### config.mk
export PLATFORM = sky130hd
export DESIGN_NAME = ddr_frame_arbiter
export DESIGN_NICKNAME = d
export VERILOG_FILES = /design/src/rtl/ddr_frame_arbiter.sv
export SDC_FILE = /design/constraint.sdc
export NUM_CORES = 1
export LEC_CHECK = 0
export ABC_AREA = 1
export BUFFER_PORTS_ARGS = -buffer_cell sky130_fd_sc_hd__buf_2
export CORE_MARGIN = 5
export CORE_UTILIZATION = 30
export CTS_CLUSTER_DIAMETER = 60
export DETAILED_ROUTE_END_ITERATION = 7
export SLEW_MARGIN = 20
export SYNTH_ARGS = -nofsm -noshare
export SYNTH_HDL_FRONTEND = slang
export SYNTH_SLANG_ARGS = --single-unit
### constraint.sdc
create_clock -name clk -period 2.5 [get_ports clk]
set_clock_uncertainty 0.05 [all_clocks]
set_input_delay 0.5 -clock clk [delete_from_list [all_inputs] [get_ports clk]]
set_output_delay 0.5 -clock clk [all_outputs]
set_load 0.1 [all_outputs]
### src/rtl/ddr_frame_arbiter.sv
// rtl/ddr_frame_arbiter.sv - round-robin DDR burst scheduler with vsync-driven ping-pong frame banks
module ddr_frame_arbiter #(
    parameter int          ADDR_W        = 30,
    parameter int          CNT_W         = 10,
    parameter int          BURST_LEN     = 64,
    parameter int          FRAME_WORDS   = 76800,
    parameter logic [31:0] FRAME_STRIDE  = 32'h0020_0000,
    parameter int          RD_FIFO_DEPTH = 512
) (
    input  logic              clk,
    input  logic              rst,
    input  logic              vin_vs,
    input  logic              vout_vs,
    input  logic [CNT_W-1:0]  wr_fifo_cnt,
    input  logic [CNT_W-1:0]  rd_fifo_cnt,
    input  logic              cmd_rdy,
    input  logic              burst_done,
    output logic              cmd_en,
    output logic [2:0]        cmd_instr,
    output logic [5:0]        cmd_bl,
    output logic [ADDR_W-1:0] cmd_addr,
    output logic              wr_bank,
    output logic              rd_bank,
    output logic              frame_write_done,
    output logic              frame_read_done
);
    localparam int                OFS_W      = $clog2(FRAME_WORDS + 1);
    localparam logic [OFS_W-1:0]  FRAME_END  = OFS_W'(FRAME_WORDS);
    localparam logic [OFS_W-1:0]  BURST_STEP = OFS_W'(BURST_LEN);
    localparam logic [CNT_W:0]    WR_THRESH  = (CNT_W + 1)'(BURST_LEN);
    localparam logic [CNT_W:0]    RD_THRESH  = (CNT_W + 1)'(RD_FIFO_DEPTH - BURST_LEN);

    typedef enum logic [2:0] {IDLE, ARB, WR_CMD, RD_CMD, WR_WAIT, RD_WAIT} state_t;

    state_t            state;
    logic [OFS_W-1:0]  wr_ofs;
    logic [OFS_W-1:0]  rd_ofs;
    logic [OFS_W-1:0]  wr_ofs_inc;
    logic [OFS_W-1:0]  rd_ofs_inc;
    logic              last_wr;
    logic              full_bank;
    logic              full_bank_nxt;
    logic [2:0]        vin_sync;
    logic [2:0]        vout_sync;
    logic              vin_rise;
    logic              vout_rise;
    logic              vin_pend;
    logic              vout_pend;
    logic              wr_req;
    logic              rd_req;

    assign cmd_bl     = 6'(BURST_LEN - 1);
    assign vin_rise   = vin_sync[1] & ~vin_sync[2];
    assign vout_rise  = vout_sync[1] & ~vout_sync[2];
    assign wr_req     = ({1'b0, wr_fifo_cnt} >= WR_THRESH) && (wr_ofs < FRAME_END);
    assign rd_req     = ({1'b0, rd_fifo_cnt} <= RD_THRESH) && (rd_ofs < FRAME_END);
    assign wr_ofs_inc = wr_ofs + BURST_STEP;
    assign rd_ofs_inc = rd_ofs + BURST_STEP;

    // A vout serviced in the same cycle as vin sees the bank that vin just completed.
    assign full_bank_nxt = (vin_pend && wr_ofs == FRAME_END) ? wr_bank : full_bank;

    function automatic logic [ADDR_W-1:0] burst_addr(input logic bank, input logic [OFS_W-1:0] ofs);
        logic [ADDR_W-1:0] base;
        base = bank ? ADDR_W'(FRAME_STRIDE) : '0;
        return base + (ADDR_W'(ofs) << 3);
    endfunction

    always_ff @(posedge clk or posedge rst) begin
        if (rst) begin
            state            <= IDLE;
            wr_ofs           <= '0;
            rd_ofs           <= '0;
            last_wr          <= 1'b0;
            full_bank        <= 1'b1;
            vin_sync         <= '0;
            vout_sync        <= '0;
            vin_pend         <= 1'b0;
            vout_pend        <= 1'b0;
            cmd_en           <= 1'b0;
            cmd_instr        <= 3'b000;
            cmd_addr         <= '0;
            wr_bank          <= 1'b0;
            rd_bank          <= 1'b1;
            frame_write_done <= 1'b0;
            frame_read_done  <= 1'b0;
        end else begin
            vin_sync         <= {vin_sync[1:0], vin_vs};
            vout_sync        <= {vout_sync[1:0], vout_vs};
            vin_pend         <= vin_pend | vin_rise;
            vout_pend        <= vout_pend | vout_rise;
            frame_write_done <= 1'b0;
            frame_read_done  <= 1'b0;
            case (state)
                IDLE: begin
                    if (vin_pend || vout_pend) begin
                        // An edge landing in the service cycle itself stays pending.
                        if (vin_pend) begin
                            vin_pend  <= vin_rise;
                            wr_ofs    <= '0;
                            full_bank <= full_bank_nxt;
                            if (wr_ofs == FRAME_END) begin
                                wr_bank <= ~wr_bank;
                            end
                        end
                        if (vout_pend) begin
                            vout_pend <= vout_rise;
                            rd_ofs    <= '0;
                            rd_bank   <= full_bank_nxt;
                        end
                    end else if (wr_req || rd_req) begin
                        state <= ARB;
                    end
                end
                ARB: begin
                    if (wr_req && (!rd_req || !last_wr)) begin
                        state     <= WR_CMD;
                        last_wr   <= 1'b1;
                        cmd_en    <= 1'b1;
                        cmd_instr <= 3'b000;
                        cmd_addr  <= burst_addr(wr_bank, wr_ofs);
                    end else if (rd_req) begin
                        state     <= RD_CMD;
                        last_wr   <= 1'b0;
                        cmd_en    <= 1'b1;
                        cmd_instr <= 3'b001;
                        cmd_addr  <= burst_addr(rd_bank, rd_ofs);
                    end else begin
                        state <= IDLE;
                    end
                end
                WR_CMD: begin
                    if (cmd_rdy) begin
                        cmd_en <= 1'b0;
                        state  <= WR_WAIT;
                    end
                end
                RD_CMD: begin
                    if (cmd_rdy) begin
                        cmd_en <= 1'b0;
                        state  <= RD_WAIT;
                    end
                end
                WR_WAIT: begin
                    if (burst_done) begin
                        wr_ofs           <= wr_ofs_inc;
                        frame_write_done <= (wr_ofs_inc == FRAME_END);
                        state            <= IDLE;
                    end
                end
                RD_WAIT: begin
                    if (burst_done) begin
                        rd_ofs          <= rd_ofs_inc;
                        frame_read_done <= (rd_ofs_inc == FRAME_END);
                        state           <= IDLE;
                    end
                end
                default: state <= IDLE;
            endcase
        end
    end
endmodule

======== Word level (Yosys, flattened, before mapping) ========
Cells that the tools add are included.
operators by class
  $lt $le $gt $ge ......................... 4
  equality and inequality tests ........... 20
  reduce and logical (&&, ||, !) cells .... 24
  add/sub/neg operators ................... 4
  mux-type cells .......................... 39
  bitwise gates (word level) .............. 7
operators with widths
  cell                                                                                   number
  17-bit 2-to-1 mux                                                                      6
  17-bit case mux with 2 select lines                                                    2
  30-bit 2-to-1 mux                                                                      2
  17-bit == test (second input constant)                                                 3
  22-bit by 20-bit adder with 23-bit output                                              2
  22-bit 2-to-1 mux                                                                      2
  17-bit by 7-bit adder with 17-bit output (second input constant)                       2
  17-bit less-than comparator (second input constant)                                    2
  3-bit 2-to-1 mux                                                                       7
  2-bit inequality test (second input constant)                                          9
  1-bit 2-to-1 mux                                                                       16
  3-bit case mux with 5 select lines                                                     1
  4-bit AND reduction                                                                    3
  10-bit by 7-bit greater-or-equal comparator with 1-bit output (second input constant)  1
  10-bit by 9-bit less-or-equal comparator with 1-bit output (second input constant)     1
  3-bit AND reduction                                                                    3
  2-bit nonzero test                                                                     4
  3-bit by 2-bit == test with 1-bit output (second input constant)                       2
  3-bit == test (second input constant)                                                  2
  5-bit AND reduction                                                                    1
  1-bit logical AND                                                                      4
  2-bit 2-to-1 mux                                                                       2
  2-bit by 1-bit inequality test with 1-bit output (second input constant)               2
  2-bit OR reduction                                                                     2
  10 further kinds                                                                       17
storage, ports and cells
  input port bits ......................... 26
  register bits ........................... 85
  logic and storage cells ................. 114

======== Logic depth before layout (Yosys ltp) ========
Gate-level depths: netlist (run 1).
  word-level depth ........................ 7
  depth in mapped cells ................... 10
  gate-level depth less buffers ........... 10

======== Worst setup path after synthesis (run 1) ========
No wires, ideal clock.
  kind .................................... register to register
  start point ............................. reg wr_bank
  end point ............................... reg full_bank
  period minus slack after synthesis ...... 1508 ps
  path slack .............................. 992 ps
  arrival ................................. 1380 ps
  library setup time ...................... 79 ps
  cell stages (with the launch flop) ...... 5
  path through ............................ dfrtp_1 inv_1 nand2_1 o21ai_0 o21ai_0
between the ends
  longest elaborated chain between the ends .. 1
RTL lines
  what                    line  source
  from (decl)             22    output logic wr_bank,
  from (signal assigned)  103   wr_bank <= ~wr_bank;
  1-bit 2-to-1 mux        61    assign full_bank_nxt = (vin_pend && wr_ofs == FRAME_END) ? wr_bank : full_bank;
  to (signal assigned)    101   full_bank <= full_bank_nxt;
  to (decl)               41    logic full_bank;
Every way passes these cells.
A chain may end at the register's enable or synchronous reset.

======== Worst setup path in the final report (run 1) ========
  start point ............................. reg rd_bank
  end point ............................... out rd_bank
RTL lines
  what                    line  source
  from (decl)             23    output logic rd_bank,
  from (signal assigned)  109   rd_bank <= full_bank_nxt;
No word-level cell between the ends.

==> run metrics, run 1 <==
H-Tree Depth 2; synth cell count leaders 82 x nand2_1, 51 x dfrtp_1, 45 x nand3_1; Mean Syn Cell Area approximately 8 um^2; worst path cell trace buf_2; Die Y 110.8 um; Post-DRT Antenna Nets 0; Syn. warnings 0; global-route wire length before repair 11780 um; Vias 2437; final wirelength 6869 um; routing usage on met2 0.1776; First-pass DRT Iterations 4; sequential cell area fraction in the yosys report 0.4363; total chip power around 2.7 mW; clock buffer depth 2; Critical Setup Path Class register to primary output; Via-to-Cell Ratio 4.480; core area 9819 um^2; Post-Layout Cell Count approximately 540; setup bufs post-CTS 0; site row count 36; # diodes 0; Die ar. 12270 um^2; initial antenna violation count 0; status complete, no violations; final setup violating endpoints 0; final slew viol count 0; met3 Usage GRT 0.02620; Design Area, Final about 3300 um^2; top cells by area in the synthesized netlist dfrtp_1 42%, nand2_1 10%, nand3_1 7.4%, buf_4 6.9%, inv_1 4.8%; 1st-iter DRT viols 150; worst stage delay on the critical path 0.57 ns; sequential share of power 0.400; Fill cells 1071; Starting Density 0.3101; Pwr Density a little over 800 nW/um^2; Clock power frac 0.181; # IOs 70; Worst Path Required 1.95 ns; most frequent cell after synthesis nand2_1; GR Overflow Total 0; dpl cells 536; Sw Share 0.4896; critical path peak fanout 3; # nets final around 440; WP buf/inv 1; count of input and output buffers 37; leading area contributor after synthesis dfrtp_1; Cell Area, Synth 3045 um^2; clk_lat worst skew a little over 0.3 ns; layout cells sized above 1 0.1752; final worst-path cycle share 0.7402; Async SR Flop Fraction 1.000; cts hold-fix bufs 0; Post-synth top flop dfrtp_1; Gate power share 0.419; post-cts resize count 0; WP depth 1; RSZ-0062 raised after global routing no; Pleak 1.636 nW; DRC violations left 0; dpl cell area roughly 3300 um^2; worst slew pin tran 0.5762 ns; Netlist cell types 28; crit start category register; max_slew headroom 0.6147; GR Util met1 0.1629; global-route layer with the greatest usage met2; footprint of the multi-input gates 1386 um^2; CTS tree done; Worst-path clk slew 0.11 ns; Area Growth Syn to Fin 9.614%; vias in the first global route roughly 2.3k; Syn Inst Count 373; slowest cell on the critical path dfstp_2; Die W 110.8 um; Int Pwr ~1.4 mW; Max-Cap Viols 0; f_max 0.5404 GHz; hold violation total from the final report 0; R2R cell count 6; Post-synth EDFFs 0; clock sink count between 50 and 60; fin crit period 1.850 ns; Num CTS Buffers 5; GPL Wtd Cong roughly 0.86; worst path arrival time 1.30 ns; setup TNS 0 ns; GRT Overall Usage 0.1139; hold crit path type input pin to async pin; CTS root buffer clkbuf_8; switching power 1.326 mW; post-synth top area share 0.4191; routed wire length per instance 12.63 um; Crit. End Element primary output; synthesized flop and latch total 53; Worst path top cell family by delay flip-flops; largest net degree at the start of global routing 28; dpl hpwl 5236 um; Peak supply drop around 0.00044 V; register area 1329 um^2
sequential cells by signal, indices dropped and copies added (netlist names):
signal            flops
frame_write_done      1
rd_bank               1
vout_sync             3
rd_ofs               11
cmd_addr             12
wr_bank               1
vout_pend             1
wr_ofs               11
last_wr               1
vin_sync              3
state                 3
cmd_instr             1
vin_pend              1
full_bank             1
frame_read_done       1
cmd_en                1
power groups by stage:
stage	Clock [mW]	Combinational (mW)	Sequential, mW
floorplan	0	0.771	1.31
global placement	0	1.13	1.10
detailed placement	0	1.13	1.10
CTS	0.512	1.14	1.08
global route	0.551	1.23	1.10
finish	0.490	1.13	1.08
stage by stage:
| step | setup slack (ns) | hold slack [ns] | util |
|---|---|---|---|
| 6_report | 0.6496 | 0.1845 | 0.3400 |
| 5_1_grt | 0.4637 | 0.2319 | 0.3400 |
| 4_1_cts | 0.6364 | 0.2047 | 0.3400 |
| 3_5_place_dp | 0.6011 | 0.2847 | 0.3310 |
| 3_3_place_gp | 0.6509 | 0.2820 | 0.3310 |
| 2_1_floorplan | 0.6671 | 0.2812 | - |
logic make-up (layout without fill, tap and decap cells):
group           after synthesis  in the layout  synth area share
compound gates               36             36           0.07354
xor+xnor                     11             11           0.03163
fa+ha+maj                     6              6           0.02465
buf+inv                      77             91            0.1380
flops                        53             53            0.4363
other cells                   2             26          0.002466
simple gates                188            188            0.2933
routing by layer:
metal	wire length, um	up-vias
met5	0	-
met3	389	6
met1	3436	1112
li1	-	1239
met2	2996	80
met4	46	0
layout make-up:
class	count	area share
Clock buffer	6	0.02174
Clock inverter	2	0.004498
Inverter	43	0.04835
Multi-Input combinational cell	267	0.4153
Sequential cell	53	0.3980
Tap cell	133	0.04985
Timing Repair Buffer	40	0.06222
final timing paths:
kind | endpoint | start | slack (ns)
max | rd_bank | rd_bank | 0.65
min | wr_ofs[8] | rst | 0.18
max reg2reg | cmd_addr[15] | rd_ofs[14] | 0.66
min reg2reg | vin_sync[1] | vin_sync[0] | 0.31
max in group asynchronous | rd_ofs[12] | rst | 1.55
min in group clk | vin_sync[0] | vin_vs | 0.25
layout by cell type, fill, tap and decap left out, types with 2 or more instances in the layout:
| master | instances |
|---|---|
| nand2_1 | 82 |
| dfrtp_1 | 51 |
| nand3_1 | 45 |
| inv_1 | 38 |
| buf_2 | 37 |
| conb_1 | 26 |
| nor2_1 | 25 |
| nand4_1 | 15 |
| o21ai_0 | 11 |
| o22ai_1 | 11 |
| o21ai_1 | 11 |
| xor2_1 | 10 |
| ha_1 | 6 |
| inv_2 | 5 |
| nor3_1 | 5 |
| clkbuf_8 | 5 |
| nor2_4 | 4 |
| nor3_2 | 3 |
| nand3_2 | 3 |
| nor2_2 | 3 |
| buf_4 | 3 |
| nand2_2 | 2 |
| clkinvlp_4 | 2 |
| dfstp_2 | 2 |
(Power assumes the default switching activity.)
==> run 2, diff against run 1 <==
--- a/config.mk
+++ b/config.mk
@@ -5,7 +5,7 @@
 export SDC_FILE = /design/constraint.sdc
 export NUM_CORES = 1
 export LEC_CHECK = 0
-export ABC_AREA = 1
+export ABC_AREA = 0
 export BUFFER_PORTS_ARGS = -buffer_cell sky130_fd_sc_hd__buf_2
 export CORE_MARGIN = 5
 export CORE_UTILIZATION = 30
==> constraint.sdc (replaced) <==
create_clock -name clk -period 1.79 [get_ports clk]
set_clock_uncertainty 0.05 [all_clocks]
set_input_delay 0.358 -clock clk [delete_from_list [all_inputs] [get_ports clk]]
set_output_delay 0.358 -clock clk [all_outputs]
set_load 0.1 [all_outputs]
==> run metrics, run 2 <==
final slew viol count 0; worst stage delay on the critical path about 0.42 ns; core area 9774 um^2; register area 1335 um^2; Via-to-Cell Ratio 4.851; final setup violating endpoints 1; vias in the first global route 2507; commonest non-fill, non-tap cells in the layout 49 x buf_4, 46 x dfrtp_1, 37 x buf_2; Critical Setup Path Class register to register; Post-synth EDFFs 0; Clock power frac 0.156; Gate power share 0.480; First-pass DRT Iterations 4; Worst-path clk slew 0.09 ns; sequential cell area fraction in the yosys report 0.4407; GR Overflow Total 0; hold crit path type input pin to async pin; Largest Register cmd_addr; Syn. warnings 0; H-Tree Depth 2; max_slew headroom 0.6582; dpl cells 521; # IOs 70; Post-Layout Cell Count 536; reg2reg setup slack -0.006 ns; final wirelength 7739 um; Die Y 110.3 um; Peak supply drop 0.0006973 V; top cells by area in the synthesized netlist dfrtp_1 42%, buf_4 6.7%, o21ai_0 4.8%, a221o_1 4.0%, nand2_1 3.4%; Top Registers cmd_addr x12, rd_ofs x11, wr_ofs x11; status finished, violations left; synthesized flop and latch total 53; CTS tree done; max reg flops 12; start of the worst register-to-register path rd_ofs[14]; Cell Area, Synth ~3000 um^2; worst path arrival time between 1.5 and 2 ns; Post-DRT Antenna Nets 0; commonest non-fill, non-tap cell in the layout buf_4; critical path peak fanout 11; f_max 0.5567 GHz; Syn Inst Count approximately 320; violated checks setup timing; GPL Wtd Cong between 0.8 and 0.9; Sw Share 0.4559; clock sink count between 50 and 60; RSZ-0062 raised after global routing yes; DRC violations left 0; leading area contributor after synthesis dfrtp_1; clk_lat worst skew between 0.2 and 0.3 ns; Die ar. about 12000 um^2; initial antenna violation count 0; hold violation total from the final report 0; Max-Cap Viols 0; Final WS setup -0.006434 ns; Starting Density 0.3085; Vias around 2.6k; reg2reg end cmd_addr[14]; most frequent cell after synthesis dfrtp_1; CTS root buffer clkbuf_8; largest net degree at the start of global routing 54; Pleak around 1.7 nW; Num CTS Buffers 5; R2R cell count 6; count of input and output buffers 37; Netlist cell types 52; total chip power 4.158 mW; Mean Syn Cell Area 9.394 um^2; layout cells sized above 1 0.3524; Crit. End Element register; Fill cells ~1k; slowest cell on the critical path dfrtp_1; footprint of the multi-input gates about 1600 um^2; 1st-iter DRT viols 138; switching power 1.896 mW; routed wire length per instance 14.44 um; Worst Path Required roughly 1.9 ns; Pwr Density 1062 nW/um^2; Async SR Flop Fraction 1.000; clock buffer depth 2; Post-synth top flop dfrtp_1; worst slew pin tran 0.5127 ns; site row count 36; post-synth top area share 0.4232; pre-CTS WS -0.1456 ns; cts hold-fix bufs 0; Die W 110.3 um; synth cell count leaders 51 x dfrtp_1, 29 x o21ai_0, 27 x buf_4, 27 x nand2_1, 17 x nor2_1; global-route wire length before repair between 10000 and 15000 um; Int Pwr roughly 2.3 mW; dpl hpwl 5773 um; fin crit period 1.796 ns; Area Growth Syn to Fin 29.88%; # nets final 434; crit start category register; final worst-path cycle share 1.004; sequential share of power 0.364; final core occ 0.4007; worst path cell trace o31ai_2 -> a21oi_2 -> o21bai_1 -> nand2_1 -> buf_12 -> a221o_1; GRT Overall Usage 0.1298; # diodes 0
## run 2: cell count changes in the layout (fill, tap and decap cells not counted), moves of 12 or more
cell	delta
buf_4	+46
inv_1	-32
nand4_1	-14
nand3_1	-34
o21ai_0	+17
a221o_1	+12
nand2_1	-56
## run 2: how the worst max path moves through the flow
stage               slack, ns      endpoint  cells after the start           start
floorplan               -0.02     rd_ofs[6]                      1             rst
global placement        -0.14  cmd_addr[11]                      7  wr_fifo_cnt[7]
detailed placement      -0.15  cmd_addr[15]                      7  wr_fifo_cnt[7]
CTS                     -0.02   cmd_addr[9]                      6      rd_ofs[15]
global route             -0.1  cmd_addr[11]                      7      rd_ofs[14]
finish                 -0.006  cmd_addr[14]                      6      rd_ofs[14]
## run 2: final cells by class
cell class,count,area share
clock buffer,8,0.02045
inverter,10,0.01022
multi-input combinational,237,0.4099
sequential,53,0.3409
tap,133,0.04249
timing repair buffer,95,0.1760
## run 2: per-stage QoR
step	hold WS, ns	cell area, um^2	TNS (ns)
global route	0.05321	3916	-0.8276
finish	0.03281	3916	-0.006434
floorplan	0.2812	3178	-0.07936
global placement	0.2830	3661	-1.921
CTS	0.05435	3804	-0.1083
detailed placement	0.2864	3661	-2.249
## run 2: worst max-delay path, delay by kind of cell (launching register included)
family | cells | cell delay [ns]
flops | 1 | 0.42
compound gates | 4 | 0.90
buf+inv | 1 | 0.17
simple gates | 1 | 0.15
## run 2: per-layer routing
metal	vias up	track usage	wire, um
li1	1273	-	-
met1	1259	0.1811	3681
met2	66	0.2106	3479
met3	2	0.02679	548
met4	0	0.02375	29
met5	-	0	0
## run 2: cell families (layout without fill, tap and decap cells)
logic type,after synthesis,in the layout,synth area share
flip-flops,53,53,0.4407
other,2,26,0.002491
AND/OR/NAND/NOR,111,111,0.2095
AO/OA/AOI/OAI,86,86,0.1909
buffers and inverters,55,113,0.1075
multiplexers,2,2,0.006639
adder cells (fa/ha/maj),6,6,0.02490
XOR/XNOR,6,6,0.01743
## run 2: power by group through the flow
| stage | combinational (mW) | sequential (mW) | clock (mW) |
|---|---|---|---|
| floorplan | 0.969 | 1.92 | 0 |
| CTS | 1.91 | 1.51 | 0.682 |
| global route | 2.14 | 1.54 | 0.734 |
| detailed placement | 1.87 | 1.52 | 0 |
| global placement | 1.85 | 1.51 | 0 |
| finish | 1.99 | 1.51 | 0.650 |
## run 2: what timing repair did
action                                  CTS  global route
cloned                                    1             0
endpoints found under the setup margin   24            24
buffers inserted                          2             4
pin swaps                                10            14
resized for setup                        12            20
==> run 3, diff against run 2 <==
--- a/config.mk
+++ b/config.mk
@@ -11,6 +11,7 @@
 export CORE_UTILIZATION = 30
 export CTS_CLUSTER_DIAMETER = 60
 export DETAILED_ROUTE_END_ITERATION = 7
+export GPL_TIMING_DRIVEN = 0
 export SLEW_MARGIN = 20
 export SYNTH_ARGS = -nofsm -noshare
 export SYNTH_HDL_FRONTEND = slang
==> run metrics, run 3 (synthesis gave the netlist of run 2 again) <==
layout cells sized above 1 0.4317; final worst-path cycle share 1.019; Vias 2673; Largest Register cmd_addr; total chip power roughly 4.3 mW; CTS root buffer clkbuf_8; # nets final around 450; Peak supply drop roughly 0.00064 V; crit path from state[1]; Post-Layout Cell Count 550; Via-to-Cell Ratio 4.860; GRT Overall Usage 0.1338; RSZ-0062 raised after global routing yes; 1st-iter DRT viols 180; # IOs 70; largest net degree at the start of global routing 54; Post-DRT Antenna Nets 0; Top Registers cmd_addr x12, rd_ofs x11, wr_ofs x11; worst slew pin tran 0.7503 ns; clk_lat worst skew roughly 0.3 ns; commonest non-fill, non-tap cells in the layout 60 x buf_4, 38 x buf_2, 35 x dfrtp_1; setup TNS -0.08125 ns; Design Area, Final slightly above 4000 um^2; Worst-path clk slew 0.10 ns; hold violation total from the final report 0; global-route wire length before repair 12820 um; status finished, violations left; # diodes 0; initial antenna violation count 0; final slew viol count 0; Final WS setup -0.03441 ns; cts hold-fix bufs 0; violated checks setup timing; reg2reg setup slack -0.03 ns; Num CTS Buffers 5; fin crit period 1.824 ns; First-pass DRT Iterations 4; core area 9774 um^2; critical path peak fanout 6; Hold Slack 0.09497 ns; reg2reg end frame_write_done; Worst Path Required 1.97 ns; DRC violations left 0; crit path to frame_write_done; R2R cell count 4; Area Growth Syn to Fin 36.22%; routed wire length per instance between 10 and 15 um; final wirelength about 8000 um; dpl hpwl ~5400 um; start of the worst register-to-register path state[1]; pre-CTS WS -0.5368 ns; Critical Setup Path Class register to register; max reg flops 12; f_max 0.5481 GHz; Pleak between 1.5 and 2 nW; hold crit path type input pin to async pin; count of input and output buffers 37; vias in the first global route 2503; Fill cells 952; Die Y between 100 and 150 um; clock sink count 53; Starting Density 0.3085; H-Tree Depth 2; commonest non-fill, non-tap cell in the layout buf_4; Crit. End Element register; max_slew headroom 0.4998; clock buffer depth 2; CTS tree done; Die ar. 12160 um^2; final core occ 0.4203; site row count 36; final setup violating endpoints 4; GR Overflow Total 0; Pwr Density roughly 1000 nW/um^2; Max-Cap Viols 0; dpl cells 515; dpl cell area 3532 um^2; GPL Wtd Cong about 0.79; crit start category register; Die W 110.3 um; worst path arrival time roughly 2.0 ns
-- run 3: cell types whose count changed in the layout (fill, tap and decap cells not counted), moves of 4 or more --
cell,change
buf_4,+11
dfrtp_1,-11
dfrtp_2,+11
nor3b_1,-5
buf_12,-4
nor3b_2,+4
-- run 3: repair_timing --
| item | 4_1_cts | 5_1_grt |
|---|---|---|
| setup endpoints to repair | 40 | 31 |
| gates cloned | 1 | 0 |
| buffers inserted | 15 | 16 |
| pin swaps | 17 | 12 |
| resized for setup | 54 | 21 |
-- run 3: routing by layer --
metal  share of wire  track usage  vias to the layer above
li1                -            -                     1301
met1            0.47       0.1943                     1276
met2            0.45       0.2071                       92
met3           0.070      0.02737                        4
met4          0.0051      0.02726                        0
met5               0            0                        -
-- run 3: how the worst min path moves through the flow --
| stage | from | end | slack, ns | cells past startpoint |
|---|---|---|---|---|
| after global placement | vout_sync[0] | vout_sync[1] | 0.28 | 0 |
| after detailed placement | vin_sync[0] | vin_sync[1] | 0.29 | 0 |
| after floorplan | vin_sync[0] | vin_sync[1] | 0.28 | 0 |
| after CTS | vin_vs | vin_sync[0] | 0.09 | 1 |
| final | rst | wr_ofs[6] | 0.09 | 2 |
| after global routing | vin_vs | vin_sync[0] | 0.09 | 1 |
-- run 3: report_power, final --
group	internal, mW	switching (mW)	leakage, nW	total (mW)
registers	1.38	0.178	0.677	1.55
clock network	0.351	0.402	0.0542	0.753
logic	0.589	1.36	1.10	1.95
-- run 3: worst max-delay path: stages, from the launching register on --
cell and delay, ns:
dfrtp_2 0.45, nand2b_4 0.15, or3b_4 0.43, or4_4 0.54, nor3_4 0.12
-- run 3: layout make-up --
type	count	area [um^2]	share of cell area
clock buffers	7	96.34	0.02345
inverters	10	40.04	0.009747
flip-flops and latches	53	1349	0.3284
clock inverters	1	5.005	0.001218
multi-input cells	237	1703	0.4146
plain buffers	40	322.8	0.07859
well taps	133	166.4	0.04051
repair buffers	69	425.4	0.1036
